### config.mk
export PLATFORM = sky130hd
export DESIGN_NAME = mc_control_unit
export DESIGN_NICKNAME = d
export VERILOG_FILES = /design/src/rtl/mc_control_unit.sv
export SDC_FILE = /design/constraint.sdc
export NUM_CORES = 1
export LEC_CHECK = 0
export ABC_AREA = 1
export BUFFER_PORTS_ARGS = -buffer_cell sky130_fd_sc_hd__clkbuf_2
export CORE_ASPECT_RATIO = 1.5
export CORE_MARGIN = 1.5
export CORE_UTILIZATION = 45
export CTS_BUF_LIST = sky130_fd_sc_hd__clkbuf_8 sky130_fd_sc_hd__clkbuf_16
export DETAILED_ROUTE_END_ITERATION = 12
export PLACE_DENSITY = 0.67
export SYNTH_ARGS = -nofsm -noshare
export SYNTH_HDL_FRONTEND = slang
export SYNTH_SLANG_ARGS = --single-unit
### constraint.sdc
create_clock -name clk -period 2.25 [get_ports clk]
set_clock_uncertainty 0.05 [all_clocks]
set_input_delay 0.225 -clock clk [delete_from_list [all_inputs] [get_ports clk]]
set_output_delay 0.225 -clock clk [all_outputs]
set_load 0.01 [all_outputs]
### src/rtl/mc_control_unit.sv
// Multi-cycle CPU control unit: steps each instruction through IF/ID/EXE/MEM/WB,
// drives datapath enables and mux selects, and counts retired instructions.
module mc_control_unit #(
  parameter int OP_WIDTH  = 6,
  parameter int CNT_WIDTH = 32
) (
  input  logic                 clk,
  input  logic                 reset,
  input  logic                 stall,
  input  logic [OP_WIDTH-1:0]  opcode,
  input  logic                 zero,
  output logic                 pc_we,
  output logic [1:0]           pc_src,
  output logic                 ir_we,
  output logic                 rf_we,
  output logic                 mem_we,
  output logic                 alu_src_b,
  output logic                 reg_dst,
  output logic                 mem_to_reg,
  output logic [2:0]           state,
  output logic                 halted,
  output logic [CNT_WIDTH-1:0] instr_count
);

  typedef enum logic [2:0] {
    S_IF   = 3'd0,
    S_ID   = 3'd1,
    S_EXE  = 3'd2,
    S_MEM  = 3'd3,
    S_WB   = 3'd4,
    S_HALT = 3'd5
  } state_t;

  localparam logic [OP_WIDTH-1:0] OP_RTYPE = OP_WIDTH'(6'b000000);
  localparam logic [OP_WIDTH-1:0] OP_ADDI  = OP_WIDTH'(6'b001000);
  localparam logic [OP_WIDTH-1:0] OP_LW    = OP_WIDTH'(6'b100011);
  localparam logic [OP_WIDTH-1:0] OP_SW    = OP_WIDTH'(6'b101011);
  localparam logic [OP_WIDTH-1:0] OP_BEQ   = OP_WIDTH'(6'b000100);
  localparam logic [OP_WIDTH-1:0] OP_J     = OP_WIDTH'(6'b000010);
  localparam logic [OP_WIDTH-1:0] OP_HALT  = OP_WIDTH'(6'b111111);

  state_t                state_q, state_d;
  logic [OP_WIDTH-1:0]   op_q, op_d;
  logic [CNT_WIDTH-1:0]  cnt_q, cnt_d;
  logic                  retire;
  logic                  we_en;

  always_comb begin
    state_d = state_q;
    op_d    = op_q;
    retire  = 1'b0;
    case (state_q)
      S_IF: state_d = S_ID;
      S_ID: begin
        op_d = opcode;
        if (opcode == OP_HALT) begin
          state_d = S_HALT;
          retire  = 1'b1;
        end else if (opcode == OP_RTYPE || opcode == OP_ADDI || opcode == OP_LW ||
                     opcode == OP_SW || opcode == OP_BEQ) begin
          state_d = S_EXE;
        end else begin
          // j and every undefined opcode finish here
          state_d = S_IF;
          retire  = 1'b1;
        end
      end
      S_EXE: begin
        if (op_q == OP_BEQ) begin
          state_d = S_IF;
          retire  = 1'b1;
        end else if (op_q == OP_LW || op_q == OP_SW) begin
          state_d = S_MEM;
        end else if (op_q == OP_RTYPE || op_q == OP_ADDI) begin
          state_d = S_WB;
        end else begin
          state_d = S_IF;
        end
      end
      S_MEM: begin
        if (op_q == OP_SW) begin
          state_d = S_IF;
          retire  = 1'b1;
        end else if (op_q == OP_LW) begin
          state_d = S_WB;
        end else begin
          state_d = S_IF;
        end
      end
      S_WB: begin
        state_d = S_IF;
        retire  = 1'b1;
      end
      S_HALT: state_d = S_HALT;
      default: state_d = S_IF;
    endcase
    cnt_d = retire ? cnt_q + CNT_WIDTH'(1) : cnt_q;
  end

  always_ff @(posedge clk or posedge reset) begin
    if (reset) begin
      state_q <= S_IF;
      op_q    <= '0;
      cnt_q   <= '0;
    end else if (!stall) begin
      state_q <= state_d;
      op_q    <= op_d;
      cnt_q   <= cnt_d;
    end
  end

  // Enables are gated by stall and reset; selects stay decoded from state.
  assign we_en = !stall && !reset;

  always_comb begin
    pc_we      = 1'b0;
    pc_src     = 2'b00;
    ir_we      = 1'b0;
    rf_we      = 1'b0;
    mem_we     = 1'b0;
    alu_src_b  = 1'b0;
    reg_dst    = 1'b0;
    mem_to_reg = 1'b0;
    halted     = 1'b0;
    case (state_q)
      S_IF: begin
        ir_we = we_en;
        pc_we = we_en;
      end
      S_ID: begin
        if (opcode == OP_J) begin
          pc_we  = we_en;
          pc_src = 2'b10;
        end
      end
      S_EXE: begin
        alu_src_b = (op_q == OP_ADDI) || (op_q == OP_LW) || (op_q == OP_SW);
        if (op_q == OP_BEQ) begin
          pc_src = 2'b01;
          pc_we  = we_en && zero;
        end
      end
      S_MEM: mem_we = we_en && (op_q == OP_SW);
      S_WB: begin
        rf_we      = we_en;
        reg_dst    = (op_q == OP_RTYPE);
        mem_to_reg = (op_q == OP_LW);
      end
      S_HALT: halted = 1'b1;
      default: ;
    endcase
  end

  assign state       = state_q;
  assign instr_count = cnt_q;

endmodule

==> run metrics, run 1 <==
status finished, violations left; violated checks hold timing; post-synth top area cell sky130_fd_sc_hd__dfrtp_1; worst-case headroom to the max-slew limit 64.3%; compound-cell area share of the yosys netlist ~2.6%; sink count of the clock tree 41; remaining antenna violation count 0; Hold-fix buffers, CTS 0; Post-synth top cells sky130_fd_sc_hd__nand2_1, sky130_fd_sc_hd__nor2_1, sky130_fd_sc_hd__nand3_1; wire length per cell 13.3 µm; layout cell share with drive strength beyond 1 14.1%; post-route worst hold slack -0.0176 ns; clock tree buffer depth 2; die outline area 0.00691 mm²; endpoint class of the critical path output pin; simple-gate area share of the yosys netlist 48.8%; part of the Yosys area used for sequential elements a little over a third; number of antenna violations at the first check in global routing 0; Gate Count Post-Synth 464; first-pass GRT wire length 13000 µm; worst reg2reg path startpoint instr_count[1]; initial cell density of the core 46.7%; cell area after synthesis 0.00288 mm²; gp weighted congestion 1.03; fraction of synthesized cell area taken by the top area cell type between 30% and 40%; Nets 528; post-route cell area 0.00330 mm²; Slowest-stage cell, CP sky130_fd_sc_hd__dfrtp_1; post-synthesis async set-or-reset flop share 100%; Critical path buffers and inverters 3; multiplexer share of the synthesized area 0.391%; maximum number of pins on one net before global-route repair 42; height of the die roughly 100 µm; kind of start point of the critical path flip-flop; period utilisation layout 84.2%; slowest cell delay on critical path 0.54 ns; top area cells in the synthesized netlist sky130_fd_sc_hd__dfrtp_1, sky130_fd_sc_hd__nand2_1, sky130_fd_sc_hd__nand3_1; sum of overflow across all layers after global routing 0; width of the die 68.4 µm; critical path peak fanout 9; achievable frequency 528 MHz; post-synthesis adder-cell area fraction less than 1%; clock-pin slew reported for the worst setup and hold paths after clock tree synthesis about 0.090 ns; final setup violation count 0; via count of the first global-routing pass 2851; setup fix buffers added after clock tree synthesis 0; post-CTS resize count 0; final-layout setup total negative slack 0 ns; cell with the most instances after synthesis sky130_fd_sc_hd__nand2_1; hpwl dp 5820 µm; warning count from the yosys run 0; Reg2Reg Setup Slack around 0.37 ns; count of flip-flops with a built-in enable after synthesis 0; P&R area growth vs syn 14.6%; area of placed instances 0.00319 mm²; areal power density over the cells 607 mW/mm²; switching share of power 35.6%; endpoint of the worst-slack reg-to-reg timing path instr_count[30]; setup repair after global routing missed its margin false; diode insertion count for antenna repair 0; DRC marker count from the first detailed-route iteration ~180; CP Data Arrival Time 1.62 ns; most used flip-flop cell after synthesis sky130_fd_sc_hd__dfrtp_1; number of fill cells 623; count of final hold-check violations 22; Flop pwr share between 40% and 50%; Clock Power Share just over 30%; TritonRoute pass-1 iters 4; # rows 35; Net Count, Synth 475; main combinational cell family by area after synthesis simple AND/OR/NAND/NOR gates; vias per cell 5.09; internal power summed over all cells 1.29 mW; depth of the most critical reg-to-reg path 10; TritonCTS Buffers 5; Top-Level Pins 55; DR vias 3015; actual transition at the worst max-transition pin 0.535 ns; number of distinct library cells after synthesis 25; Crit path max-delay family flip-flops; peak supply drop 0.399 mV; final wirelength about 7800 µm; Avg Inst Size Synth 6.21 µm²; total global routing track utilization 24.8%; Crit path top cell by count sky130_fd_sc_hd__inv_1; switching power summed over all nets 714 µW; quantity of I/O buffers inserted on ports 54; core footprint 0.00617 mm²; TritonCTS clock tree done; fraction of power consumed by combinational cells 22.9%; max-slew violation count 0; chain of cells forming the critical path inv_1, nor3_1, inv_1, nor4_1, clkbuf_2; static leakage power 1.67 nW; type of the tightest min-delay check in2async; remaining design rule violation count 0; clock latency reported for the late side of the worst-skew pair 0.30 ns; time the worst path needs with I/O delays and setup 1.90 ns; max-cap viol count 0; Crit path required time 1.98 ns; CTS H-tree lvls 2; critical path type reg2out; share of the synthesized netlist area taken by xor and xnor gates roughly 3.3%; clock root buffer sky130_fd_sc_hd__clkbuf_8; flip-flop and latch count after synthesis 41
layer usage:
metal	track usage, %	share of wire (%)	vias up
li1	-	-	1547
met1	28.8	40	1349
met2	41.7	50	94
met3	4.58	5.0	25
met4	13.5	4.7	0
met5	0	0	-
state kept, by name, summed over array words and instances, names as in the netlist:
| signal | flops |
|---|---|
| op_q | 6 |
| state | 3 |
| instr_count | 32 |
how the worst max path moves through the flow:
stage,end,depth (start not counted),slack (ns),start
final,reg_dst,5,0.35,state[2]
after detailed placement,instr_count[30],10,0.39,instr_count[1]
after global placement,instr_count[30],10,0.38,instr_count[1]
after floorplan,instr_count[30],10,0.60,instr_count[0]
after CTS,reg_dst,5,0.35,state[2]
after global routing,instr_count[30],10,0.19,instr_count[0]
power groups by stage:
stage | combinational [mW] | clock, mW | sequential (mW)
6_report | 0.460 | 0.622 | 0.923
5_1_grt | 0.513 | 0.664 | 0.939
4_1_cts | 0.467 | 0.629 | 0.922
3_5_place_dp | 0.466 | 0 | 0.936
3_3_place_gp | 0.456 | 0 | 0.932
2_1_floorplan | 0.332 | 0 | 0.926
cells by family (layout without fill, tap and decap cells):
family | Yosys count | after routing
AOI/OAI and AO/OA | 15 | 15
buffers and inverters | 58 | 112
adders and majority gates | 1 | 1
DFF | 41 | 41
xor gates and xnor gates | 11 | 11
muxes | 1 | 1
and+or+nand+nor | 337 | 337
cells in the final DEF (no fill, tap or decap):
cell,netlist,final
sky130_fd_sc_hd__and2_1,1,1
sky130_fd_sc_hd__xnor2_1,7,7
sky130_fd_sc_hd__ha_1,1,1
sky130_fd_sc_hd__nand3_1,55,55
sky130_fd_sc_hd__nor2_1,68,68
sky130_fd_sc_hd__buf_4,4,3
sky130_fd_sc_hd__inv_1,46,46
sky130_fd_sc_hd__nand3_2,1,1
sky130_fd_sc_hd__nand4_1,7,7
sky130_fd_sc_hd__clkbuf_8,0,5
sky130_fd_sc_hd__nand2_1,191,191
sky130_fd_sc_hd__clkinv_4,0,1
sky130_fd_sc_hd__nand2_4,1,1
sky130_fd_sc_hd__nor3_1,4,4
sky130_fd_sc_hd__nand3b_1,2,2
sky130_fd_sc_hd__clkinv_1,1,1
sky130_fd_sc_hd__dfrtp_1,41,41
sky130_fd_sc_hd__clkinvlp_4,0,1
sky130_fd_sc_hd__a21oi_1,4,4
sky130_fd_sc_hd__nor3_2,1,1
sky130_fd_sc_hd__nor4_1,2,2
sky130_fd_sc_hd__o21ai_0,11,11
sky130_fd_sc_hd__clkbuf_2,0,54
sky130_fd_sc_hd__mux2_2,1,1
sky130_fd_sc_hd__xor2_1,4,4
sky130_fd_sc_hd__bufinv_16,0,1
sky130_fd_sc_hd__nor2_2,3,3
sky130_fd_sc_hd__nor2_4,1,1
area by class of cell:
type	count	area, µm²	share of cell area (%)
flip-flops and latches	41	1030	31.0
inverters	47	176	5.34
multi-input cells	365	1600	48.5
clock buffers	5	68.8	2.08
clock inverters	3	46.3	1.40
well taps	74	92.6	2.80
repair buffers	57	293	8.86
worst register-to-register path: stages, from the launching register on:
cell                      delay [ns]
sky130_fd_sc_hd__dfrtp_1        0.41
sky130_fd_sc_hd__ha_1           0.30
sky130_fd_sc_hd__inv_1          0.09
sky130_fd_sc_hd__nor2_1         0.22
sky130_fd_sc_hd__nand2_1        0.18
sky130_fd_sc_hd__nor2_1         0.24
sky130_fd_sc_hd__nand2_1        0.09
sky130_fd_sc_hd__nand2_1        0.06
sky130_fd_sc_hd__nand2_1        0.05
sky130_fd_sc_hd__nand3_1        0.06
sky130_fd_sc_hd__nand2_1        0.05
per-stage QoR:
stage	instances	power [mW]	hold WS [ns]	util, %	setup WS, ns
2_1_floorplan	464	1.26	0.287	-	0.605
3_3_place_gp	584	1.39	0.334	51.7	0.379
3_5_place_dp	584	1.40	0.337	51.7	0.388
4_1_cts	592	2.02	0.0157	53.5	0.354
5_1_grt	592	2.12	0.0437	53.5	0.193
6_report	592	2.00	-0.0176	53.5	0.355
Power figures use the tool's default switching activity.
==> run 2: changes to the inputs <==
Settings changed: PLACE_DENSITY 0.67 to 0.7.
Clock period 2.25 ns to 1.6 ns, I/O delays scaled along.
==> run metrics, run 2 (same netlist as run 1, synthesis figures left out) <==
status finished, violations left; violated checks setup timing; end of the worst hold path op_q[3]; remaining antenna violation count 0; worst-case headroom to the max-slew limit 64.0%; commonest cells after routing, fill and taps aside sky130_fd_sc_hd__nand2_1, sky130_fd_sc_hd__nor2_1, sky130_fd_sc_hd__nand3_1; max-cap viol count 0; diode insertion count for antenna repair 0; DR vias between 3000 and 4000; peak supply drop 0.632 mV; core footprint 0.00617 mm²; critical path type reg2out; actual transition at the worst max-transition pin about 0.54 ns; post-route cell area 0.00382 mm²; width of the die approximately 68 µm; clock-pin slew reported for the worst setup and hold paths after clock tree synthesis 0.09 ns; TritonCTS clock tree done; remaining design rule violation count 0; max-slew violation count 0; clock latency reported for the late side of the worst-skew pair 0.30 ns; depth of the most critical reg-to-reg path 6; sum of overflow across all layers after global routing 0; total global routing track utilization a little over a quarter; Total Power 3.24 mW; TritonRoute pass-1 iters 4; most common cell after layout, fill and taps aside sky130_fd_sc_hd__nand2_1; final wirelength 8540 µm; P&R area growth vs syn 32.7%; worst reg2reg path startpoint state[2]; initial cell density of the core 46.7%; period utilisation layout 107%; endpoint of the worst-slack reg-to-reg timing path instr_count[16]; final worst-path setup slack -0.106 ns; gp weighted congestion 0.971; kind of start point of the critical path flip-flop; maximum number of pins on one net before global-route repair 42; area of placed instances 0.00346 mm²; Nets 569; endpoint class of the critical path output pin; type of the tightest min-delay check in2reg; TritonCTS Buffers 5; first-pass GRT wire length 14000 µm; CTS H-tree lvls 2; flip-flop count of the largest register after layout 32; die outline area 0.00691 mm²; time the worst path needs with I/O delays and setup 1.71 ns; Reg2Reg Setup Slack -0.06 ns; static leakage power ~1.9 nW; quantity of I/O buffers inserted on ports 54; vias per cell 5.13; wire length per cell 13.5 µm; sink count of the clock tree 41; hpwl dp 6130 µm; post-route worst hold slack 0.0737 ns; clock tree buffer depth 2; final setup violation count 39; via count of the first global-routing pass 3199; critical path peak fanout 3; height of the die 101 µm; Top-Level Pins 55; areal power density over the cells around 850 mW/mm²; Crit path required time approximately 1.4 ns; number of antenna violations at the first check in global routing 0; CP Data Arrival Time 1.50 ns; setup repair after global routing missed its margin true; achievable frequency 586 MHz; # rows 35; start point of the worst min-delay path opcode[3]; DRC marker count from the first detailed-route iteration 154; count of final hold-check violations 0; Min-Delay Path Depth 3; clock root buffer sky130_fd_sc_hd__clkbuf_8; layout cell share with drive strength beyond 1 26.7%
-- run 2: cell types whose count changed in the layout (fill, tap and decap cells not counted), sizes merged --
cell | before | now
buf | 3 | 49
clkinv | 2 | 1
nand2 | 192 | 193
clkbuf | 59 | 53
dlygate4sd3 | 0 | 1
-- run 2: per-stage QoR --
stage / util, % / instances / setup TNS (ns) / setup slack [ns]
2_1_floorplan: - / 464 / 0 / 0.0153
3_3_place_gp: 56.1 / 617 / 0 / 0.00216
3_5_place_dp: 56.1 / 617 / -0.239 / -0.0394
4_1_cts: 59.7 / 629 / -0.547 / -0.118
5_1_grt: 61.9 / 633 / -5.06 / -0.196
6_report: 61.9 / 633 / -1.85 / -0.106
-- run 2: what timing repair did --
| item | in CTS | in global routing |
|---|---|---|
| setup buffers | 3 | 3 |
| setup endpoints to repair | 41 | 41 |
| pin swaps | 5 | 4 |
| hold endpoints to repair | 41 | 0 |
| gates resized for setup | 20 | 41 |
| cloned | 0 | 1 |
| hold buffers | 1 | 0 |
-- run 2: area by class of cell --
class / count / area [µm²]
multi-input cells: 366 / 1770
flip-flops and latches: 41 / 1030
fillers: 565 / 2350
clock buffers: 6 / 82.6
well taps: 74 / 92.6
repair buffers: 97 / 629
inverters: 47 / 179
clock inverters: 2 / 37.5
-- run 2: worst max-delay path, stage by stage (launching register included) --
cell                       delay [ns]
sky130_fd_sc_hd__dfrtp_1         0.41
sky130_fd_sc_hd__nor2_2          0.20
sky130_fd_sc_hd__buf_6           0.14
sky130_fd_sc_hd__nand2_4         0.05
sky130_fd_sc_hd__nor3_2          0.10
sky130_fd_sc_hd__nand4_1         0.09
sky130_fd_sc_hd__nand3b_1        0.09
sky130_fd_sc_hd__buf_2           0.13
-- run 2: power by group --
group          internal (mW)  switching (mW)  total (mW)
Sequential              1.15           0.160        1.31
Combinational          0.439           0.590        1.03
Clock                  0.508           0.390       0.897
-- run 2: how the worst max path moves through the flow --
stage	slack, ns	cells past startpoint	start	endpoint
after floorplan	0.02	8	state[2]	instr_count[27]
after global placement	0.002	6	state[2]	instr_count[31]
after detailed placement	-0.04	10	instr_count[0]	instr_count[30]
after CTS	-0.12	7	op_q[4]	alu_src_b
after global routing	-0.20	7	op_q[4]	pc_we
final	-0.11	7	op_q[4]	pc_we
-- run 2: per-layer routing --
metal | global-route usage [%] | vias up | wire length, µm | share of wire, %
met2 | 44.5 | 93 | 4340 | 51
li1 | - | 1635 | - | -
met3 | 3.69 | 37 | 350 | 4.1
met1 | 31.1 | 1485 | 3410 | 40
met4 | 16.2 | 0 | 438 | 5.1
met5 | 0 | - | 0 | 0
==> run 3: changes to the inputs <==
Settings changed: CTS_BUF_LIST sky130_fd_sc_hd__clkbuf_8 sky130_fd_sc_hd__clkbuf_16 to unset, PLACE_DENSITY 0.7 to unset, PLACE_DENSITY_LB_ADDON set to 0.1.
Clock period 1.6 ns to 1.45 ns, I/O delays scaled along.
==> run metrics, run 3 (same netlist as run 1, synthesis figures left out) <==
worst-case headroom to the max-slew limit approximately two thirds; total global routing track utilization 27.6%; achievable frequency 575 MHz; violated checks setup timing; CP Data Arrival Time 1.55 ns; Crit path max-delay family flip-flops; endpoint of the worst-slack reg-to-reg timing path instr_count[30]; initial cell density of the core 46.7%; number of fill cells 542; clock root buffer sky130_fd_sc_hd__clkbuf_8; most common cell after layout, fill and taps aside sky130_fd_sc_hd__nand2_1; actual transition at the worst max-transition pin 0.518 ns; depth of the most critical reg-to-reg path 9; DR vias ~3500; placed cell count 655; diode insertion count for antenna repair 0; type of the tightest min-delay check in2reg; clock latency reported for the late side of the worst-skew pair 0.30 ns; gp weighted congestion around 0.93; first-pass GRT wire length roughly 14000 µm; final wirelength 9370 µm; DRC marker count from the first detailed-route iteration 182; via count of the first global-routing pass around 3200; CTS H-tree lvls 2; remaining antenna violation count 0; switching power summed over all nets ~1.3 mW; TritonCTS clock tree done; sum of overflow across all layers after global routing 0; TritonCTS Buffers 5; layout cell share with drive strength beyond 1 about a third; Min-Delay Path Depth 3; Total Power 3.54 mW; clock-pin slew reported for the worst setup and hold paths after clock tree synthesis 0.09 ns; internal power summed over all cells 2.24 mW; quantity of I/O buffers inserted on ports 54; clock tree buffer depth 2; Crit path required time 1.25 ns; final worst-path setup slack -0.290 ns; areal power density over the cells between 800 and 900 mW/mm²; post-route worst hold slack 0.0375 ns; fraction of power consumed by combinational cells about two fifths; hpwl dp ~6500 µm; wire length per cell 13.9 µm; die outline area approximately 0.007 mm²; start point of the worst min-delay path opcode[3]; time the worst path needs with I/O delays and setup 1.74 ns; static leakage power ~2.1 nW; critical path type reg2out; height of the die ~100 µm; core footprint 0.00617 mm²; switching share of power 36.7%; worst reg2reg path startpoint state[2]; period utilisation layout 120%; Top-Level Pins 55; final-layout setup total negative slack -10.00 ns; Final Instance Count excl. Fillers 674; origin of the worst setup path state[1]; kind of start point of the critical path flip-flop; max-cap viol count 0; status finished, violations left; commonest cells after routing, fill and taps aside sky130_fd_sc_hd__nand2_1, sky130_fd_sc_hd__buf_4, sky130_fd_sc_hd__nor2_1; final setup violation count 46; max-slew violation count 0; # rows 35; Nets 610; peak supply drop 0.638 mV; end of the worst hold path op_q[3]; Flop pwr share 39.9%; Clock Power Share 21.2%; sink count of the clock tree a little over 40; width of the die 68.4 µm; P&R area growth vs syn 44.5%; critical path peak fanout 5; endpoint class of the critical path output pin; number of antenna violations at the first check in global routing 0; chain of cells forming the critical path nor4_2, buf_4, nand3b_1, clkbuf_2; Final Util 67.5%; slowest cell delay on critical path 0.48 ns; Critical path buffers and inverters 2; Reg2Reg Setup Slack -0.28 ns; Slowest-stage cell, CP sky130_fd_sc_hd__dfrtp_2; flip-flop count of the largest register after layout 32; vias per cell slightly above 5; maximum number of pins on one net before global-route repair 42; remaining design rule violation count 0; TritonRoute pass-1 iters 4; setup repair after global routing missed its margin true; count of final hold-check violations 0
==> run 3: changes by cell type in the layout (fill, tap and decap cells not counted), sizes merged <==
| cell | before | now |
|---|---|---|
| nand2 | 193 | 194 |
| clkbuf | 53 | 54 |
| buf | 49 | 89 |
| clkinv | 1 | 2 |
| bufinv | 1 | 0 |
| clkinvlp | 1 | 0 |
==> run 3: repair_timing <==
action	in CTS	in global routing
setup buffers	4	3
hold buffers	1	0
endpoints found under the setup margin	43	51
pin swaps	3	2
resized for setup	17	39
endpoints found under the hold margin	41	0
gates cloned	0	3
==> run 3: area by class of cell <==
class / count / area [µm²] / share of cell area (%)
clock inverters: 1 / 5.00 / 0.120
repair buffers: 137 / 986 / 23.7
inverters: 47 / 181 / 4.35
multi-input cells: 367 / 1790 / 43.0
clock buffers: 7 / 76.3 / 1.83
flip-flops and latches: 41 / 1030 / 24.8
well taps: 74 / 92.6 / 2.22
==> run 3: how the worst max path moves through the flow <==
stage,cells past startpoint,end
3_3_place_gp,7,instr_count[31]
2_1_floorplan,8,instr_count[27]
6_report,4,pc_we
4_1_cts,6,pc_we
5_1_grt,9,instr_count[30]
3_5_place_dp,7,instr_count[29]
==> run 3: power groups by stage <==
stage / Clock, mW / Sequential [mW] / Combinational, mW
2_1_floorplan: 0 / 1.46 / 0.544
3_3_place_gp: 0 / 1.41 / 1.10
3_5_place_dp: 0 / 1.42 / 1.11
4_1_cts: 0.764 / 1.41 / 1.16
5_1_grt: 0.815 / 1.43 / 1.49
6_report: 0.750 / 1.41 / 1.38
==> run 3: metrics by stage <==
stage,cell area (µm²),setup slack (ns)
detailed placement,3790,-0.195
global route,4170,-0.367
finish,4170,-0.290
floorplan,2930,-0.0131
CTS,3970,-0.259
global placement,3790,-0.132
==> run 3: routing by layer <==
layer  vias up  GRT usage (%)  wire (µm)
li1       1726              -          -
met1      1558           30.7       3530
met2       127           47.8       4880
met3        40           4.25        474
met4         0           16.2        482
met5         -              0          0
==> run 3: worst register-to-register path: cells and delay by family, from the launching register on <==
kind                   cells  cell delay (ns)
and+or+nand+nor            6             0.65
buffers and inverters      3             0.45
DFF                        1             0.47
